File: config.mk
export PLATFORM = sky130hd
export DESIGN_NAME = serial_subtractor
export DESIGN_NICKNAME = d
export VERILOG_FILES = /design/src/rtl/serial_subtractor.sv
export SDC_FILE = /design/constraint.sdc
export NUM_CORES = 1
export LEC_CHECK = 0
export CAP_MARGIN = 10
export CORE_UTILIZATION = 54
export CTS_BUF_LIST = sky130_fd_sc_hd__clkbuf_8
export CTS_CLUSTER_DIAMETER = 200
export CTS_CLUSTER_SIZE = 20
export DETAILED_ROUTE_END_ITERATION = 7
export HOLD_SLACK_MARGIN = 0.02
export PLACE_DENSITY = 0.86
export SYNTH_ARGS = -nofsm -noshare
export SYNTH_HDL_FRONTEND = slang
export SYNTH_SLANG_ARGS = --single-unit
export TNS_END_PERCENT = 20
File: constraint.sdc
create_clock -name clk -period 2.15 [get_ports clk]
set_input_delay 0.3225 -clock clk [delete_from_list [all_inputs] [get_ports clk]]
set_output_delay 0.3225 -clock clk [all_outputs]
set_load 0.02 [all_outputs]
File: src/rtl/serial_subtractor.sv
// ---------------------------------------------------------------------------
// serial_subtractor
//   Bit-serial WIDTH-bit subtractor computing a - b, LSB first, using a single
//   full-subtractor cell and a registered borrow. A start/busy/done handshake
//   launches an operation and presents the difference and final borrow.
//
// Ports:
//   clk        - rising-edge clock
//   rst_n      - asynchronous active-low reset
//   start      - request an operation (sampled only in IDLE)
//   a, b       - minuend / subtrahend, captured on an accepted start
//   busy       - high while bits are being processed (SHIFT)
//   done       - one-cycle pulse when diff/borrow_out are fresh
//   diff       - a - b modulo 2^WIDTH, held until the next operation's DONE
//   borrow_out - final borrow (1 when unsigned a < b), held likewise
// ---------------------------------------------------------------------------
module serial_subtractor #(
    parameter int WIDTH = 8
) (
    input  logic             clk,
    input  logic             rst_n,
    input  logic             start,
    input  logic [WIDTH-1:0] a,
    input  logic [WIDTH-1:0] b,
    output logic             busy,
    output logic             done,
    output logic [WIDTH-1:0] diff,
    output logic             borrow_out
);

    localparam int CW = $clog2(WIDTH);

    localparam logic [1:0] IDLE  = 2'd0;
    localparam logic [1:0] SHIFT = 2'd1;
    localparam logic [1:0] DONE  = 2'd2;

    localparam logic [CW-1:0] LAST = CW'(WIDTH - 1);

    logic [1:0]       state;
    logic [WIDTH-1:0] sa;
    logic [WIDTH-1:0] sb;
    logic [WIDTH-1:0] res;
    logic [CW-1:0]    cnt;
    logic             br;

    logic             d;
    logic             br_next;
    logic [WIDTH-1:0] res_next;

    // Full-subtractor cell operating on the current LSBs.
    always_comb begin
        d        = sa[0] ^ sb[0] ^ br;
        br_next  = (~sa[0] & sb[0]) | (~(sa[0] ^ sb[0]) & br);
        res_next = {d, res[WIDTH-1:1]};
    end

    assign busy = (state == SHIFT);
    assign done = (state == DONE);

    always_ff @(posedge clk or negedge rst_n) begin
        if (!rst_n) begin
            state      <= IDLE;
            sa         <= '0;
            sb         <= '0;
            res        <= '0;
            cnt        <= '0;
            br         <= 1'b0;
            diff       <= '0;
            borrow_out <= 1'b0;
        end else begin
            case (state)
                IDLE: begin
                    if (start) begin
                        sa    <= a;
                        sb    <= b;
                        br    <= 1'b0;
                        cnt   <= '0;
                        state <= SHIFT;
                    end
                end
                SHIFT: begin
                    sa  <= sa >> 1;
                    sb  <= sb >> 1;
                    br  <= br_next;
                    res <= res_next;
                    if (cnt == LAST) begin
                        // Outputs are loaded on the final bit's edge so they
                        // stay stable throughout SHIFT and are valid in DONE.
                        diff       <= res_next;
                        borrow_out <= br_next;
                        state      <= DONE;
                    end else begin
                        cnt <= cnt + 1'b1;
                    end
                end
                DONE: begin
                    state <= IDLE;
                end
                default: begin
                    state <= IDLE;
                end
            endcase
        end
    end

endmodule

======== After elaboration in Yosys (flattened, before gate mapping) ========
Index checks and enable logic that the tools add are counted.
word-level totals
  word-level logic and storage cells ...... 40
  register bits ........................... 39
  memory bits (writable) .................. 0
  memories ................................ 0
  bits in read-only memories .............. 0
  bits of input ports ..................... 19
  output and inout port bits .............. 11
  bits in latches ......................... 0
operators by class
  add/sub/neg operators ................... 1
  shift operators ......................... 0
  $mul .................................... 0
  divide/modulo/power cells ............... 0
  equality and inequality tests ........... 6
  bitwise gates (word level) .............. 7
  multiplexer cells ....................... 12
  $lt $le $gt $ge ......................... 0
  reduce and logical (&&, ||, !) cells .... 6
operators with widths
  cell                   count
  $pmux W8 S2            2
  $mux W8                2
  $mux W3                2
  $pmux W3 S2            1
  $reduce_and A2 Y1      3
  $mux W2                2
  $ne A2 B2 Y1 const B   2
  $pmux W2 S2            1
  $add A3 B1 Y3 const B  1
  $eq A3 B3 Y1 const B   1
  $reduce_and A3 Y1      1
  $and A1 B1 Y1          2
  $eq A2 B1 Y1 const B   1
  $eq A2 B2 Y1 const B   1
  $logic_not A2 Y1       1
  $ne A2 B1 Y1 const B   1
  $not A1 Y1             2
  $pmux W1 S2            1
  $reduce_bool A2 Y1     1
  $xor A1 B1 Y1          2
  $mux W1                1
  $or A1 B1 Y1           1

======== Logic depth before layout (Yosys ltp) ========
  depth after elaboration ................. 5
  mapped depth ............................ 5
  depth with buffers taken out ............ 4

======== Worst setup path before layout ========
OpenSTA, ideal clock, no wires.
  path kind ............................... register to register
  start ................................... reg cnt[0]
  end ..................................... reg diff[0]
  setup time .............................. 125 ps
  clock period less this slack ............ 1545 ps
  setup slack ............................. 605 ps
  data required time ...................... 2025 ps
  data arrival time ....................... 1421 ps
  stages on the path, launching flop included .. 6
  buffers on the path ..................... 1
  path through ............................ dfrtp_1 -> ha_1 -> ha_1 -> nand3b_1 -> buf_2 -> mux2_2
between the ends
  word-level cells in the longest chain between the ends .. 2
ends and longest elaborated chain
  what                                line  RTL
  from (decl)                         43    logic [CW-1:0] cnt;
  from (signal assigned)              93    cnt <= cnt + 1'b1;
  $eq A3 B3 Y1                        86    if (cnt == LAST) begin
  $reduce_and A2 Y1 (no source line)  --
  to (signal assigned)                89    diff <= res_next;
  to (decl)                           27    output logic [WIDTH-1:0] diff,
Every way passes these cells.
A chain may end at the register's enable or synchronous reset.

======== Final worst setup path ========
  start ................................... reg state[1]
  end ..................................... out done
between the ends
  word-level cells in the longest chain between the ends .. 1
ends and longest elaborated chain
  what                    line  RTL
  from (decl)             39    logic [1:0] state;
  from (signal assigned)  62    state <= IDLE;
  from (signal assigned)  78    state <= SHIFT;
  from (signal assigned)  91    state <= DONE;
  $eq A2 B2 Y1            58    assign done = (state == DONE);
  to (decl)               26    output logic done,
Every way passes these cells.

==> results.json <==
{
  "status": "complete, no violations",
  "overflow": 0,
  "floorplan.die.width_um": 58.8,
  "p_sw_share_pct": 33.2,
  "grt.total_usage_pct": 20.6,
  "post_route_cells_drive_above_1_share_pct": 26.6,
  "dieArea_um2": 3460,
  "worstHoldPathType": "primary input to asynchronous set/reset pin",
  "cp.required_ns": 1.83,
  "setup.worst_path.end_class": "output port",
  "cellPowerDensity_nw_per_um2": 1390,
  "rsz0062_at_grt": "false",
  "wirelength_met1_um": 1360,
  "post-route-drc-count": 0,
  "clockBufferDepth": 2,
  "ys_warn_count": 0,
  "clk-insertion-delay-late_ns": 0.29,
  "post_synth_instance_area_um2": 1740,
  "critical_path_class": "flop to output port",
  "root_buffer": "clkbuf_8",
  "place.gp.congestion": 0.726,
  "route.final.wire_length_um": 3060,
  "route.vias.total": 1136,
  "n_antenna_cell": 0,
  "report.final.hold_viol_count": 0,
  "die_height_um": 58.8,
  "final_cell_mix": "dfrtp_1, clkdlybuf4s50_1, mux2_2, or4b_1, o221a_2",
  "rr_startpoint": "cnt[0]$_DFFE_PN0P_",
  "pwr-share-seq_pct": 42.2,
  "clock_power_share_pct": 16.9,
  "number_of_global_route_vias_before_repair": 1160,
  "post_synth.cell_area_avg_um2": 13.5,
  "postCtsHoldBufs": 0,
  "critical_path.max_fanout": 23,
  "place.detailed.instances": 194,
  "layout_min_cycle_time_ns": 1.95,
  "post_cts.resized_instances": 0,
  "p_leak_uw": 0.000915,
  "ir_worst_vdd_mv": 0.703,
  "start_util_pct": 57.1,
  "most_frequent_standard_cell_in_the_layout_excluding_fill_and_tap_cells": "dfrtp_1",
  "p_sw_uw": 989,
  "synthFlopType": "dfrtp_1",
  "worst-slew-pin-transition_ns": 0.522,
  "grt_first_pass_wirelength_um": 5310,
  "share_comb_of_total_power_pct": 40.9,
  "cts.repair_timing.setup_buffer_count": 0,
  "worst_clock_skew_on_the_final_layout_ns": 0.00501,
  "wl_per_cell_um": 15.2,
  "crit_start": "state[1]$_DFFE_PN0P_",
  "vias_per_cell": 5.62,
  "timing.max_cap.violations": 0,
  "detail_route.iter0.violations": 27,
  "dr.pass1.iters": 4,
  "flow.area_growth_from_synthesis_pct": 22.9,
  "worst_setup_path_start_kind": "flop",
  "core_region_area_um2": 3050,
  "slew_viol_final": 0,
  "cpMaxStageDelayCell": "clkdlybuf4s50_1",
  "slew_headroom_pct": 65.1,
  "num_io_pins": 30,
  "syn_inst": 129,
  "detail-route-antenna-nets": 0,
  "postSynthNetCount": 151,
  "p_int_uw": 1990,
  "critical-path-max-stage-delay_ns": 0.62,
  "number_of_antenna_violations_at_the_first_check_in_global_routing": 0,
  "setup_total_negative_slack_ns": 0,
  "cts_buffers": 5,
  "synth-async-reset-ratio_pct": 100,
  "critical_path_arrival_ns": 1.62,
  "route.top_layer_used": "met4",
  "synthDistinctLibCells": 28,
  "max_freq_mhz": 514,
  "numPortBuffers": 29,
  "synth_enable_flop_cells": 0,
  "maximum_number_of_pins_on_one_net_before_global_route_repair": 39,
  "critical_path.cell_chain": "buf_4, nor2b_1, clkdlybuf4s50_1",
  "placement_rows": 20,
  "timing.final.setup_violations": 0,
  "finalHoldWorstSlack_ns": 0.439,
  "cts.clk_slew.worst_paths_ns": 0.07,
  "tritoncts": "done",
  "placed_wire_length_estimate_after_detailed_placement_um": 2150,
  "wl_met3_um": 127,
  "cts_max_level": 2,
  "tritoncts_num_sinks": 38,
  "layout.cells.non_filler": 202,
  "seq_cells_post_synth": 38,
  "synth.yosys.seq_area_share_pct": 54.5,
  "finalCritPeriodShare_pct": 90.6,
  "met2_wirelength_um": 1550,
  "nNetsFinal": 179
}
## logic make-up (layout without fill, tap and decap cells)
| group | Yosys count | count (layout) | synth area share, % |
|---|---|---|---|
| AO/OA/AOI/OAI | 22 | 22 | 12.8 |
| buffers and inverters | 20 | 49 | 5.81 |
| flip-flops | 38 | 38 | 54.5 |
| AND/OR/NAND/NOR | 30 | 30 | 14.1 |
| multiplexers | 16 | 16 | 10.3 |
| adder cells (fa/ha/maj) | 3 | 3 | 2.58 |
## critical path, delay by kind of cell, from the launching register on
kind	cells	cell delay, ns
flops	1	0.34
buf+inv	2	0.83
simple gates	1	0.16
## synthesized netlist by cell type (3+ instances only)
cell	n	area share (%)
mux2_2	14	9.0
or4b_1	14	8.0
nand2b_1	3	1.1
clkbuf_2	3	0.86
nand3_1	3	0.86
inv_1	8	1.7
o221a_2	13	8.4
o221ai_1	3	1.5
dfrtp_1	38	55
buf_2	6	1.7
## layer usage
metal  vias up  track usage, %
li1        543               -
met1       562            26.1
met2        27            34.7
met3         4            5.49
met4         0            6.12
met5         -               0
## power by group through the flow
stage | Clock, µW | Combinational, µW | Sequential (µW)
floorplan | 0 | 809 | 1310
finish | 505 | 1220 | 1260
global placement | 0 | 1180 | 1250
global route | 542 | 1330 | 1300
CTS | 515 | 1240 | 1260
detailed placement | 0 | 1240 | 1270
## worst paths after layout
check                                      end  slack [ns]  cells after the start
max                                       done        0.20                      3
max reg2reg                diff[7]$_DFFE_PN0P_        0.36                      4
max in group asynchronous       br$_DFFE_PN0P_        1.37                      2
min in group clk           diff[6]$_DFFE_PN0P_        0.51                      1
min                         res[1]$_DFFE_PN0N_        0.44                      2
min reg2reg                diff[6]$_DFFE_PN0P_        0.51                      1
## per-stage QoR
stage	instance area [µm²]	setup slack, ns	total power, µW	utilization (%)
floorplan	1740	0.605	2120	-
global placement	2050	0.313	2430	67.1
detailed placement	2050	0.282	2510	67.1
CTS	2140	0.184	3010	70.2
global route	2140	0.117	3170	70.2
finish	2140	0.203	2980	70.2
## layout make-up
| class | count | area, µm² |
|---|---|---|
| clock inverter | 2 | 12.5 |
| timing repair buffer | 33 | 320 |
| clock buffer | 6 | 82.6 |
| multi-input combinational | 71 | 692 |
| tap | 44 | 55.1 |
| sequential | 38 | 951 |
| inverter | 8 | 30.0 |
| fill | 238 | 910 |
## flip-flops by register name, summed over array words and instances, names as in the netlist
| signal | count |
|---|---|
| sa | 8 |
| res | 7 |
| br | 1 |
| diff | 8 |
| cnt | 3 |
| state | 2 |
| borrow_out | 1 |
| sb | 8 |
(Power assumes the default switching activity.)
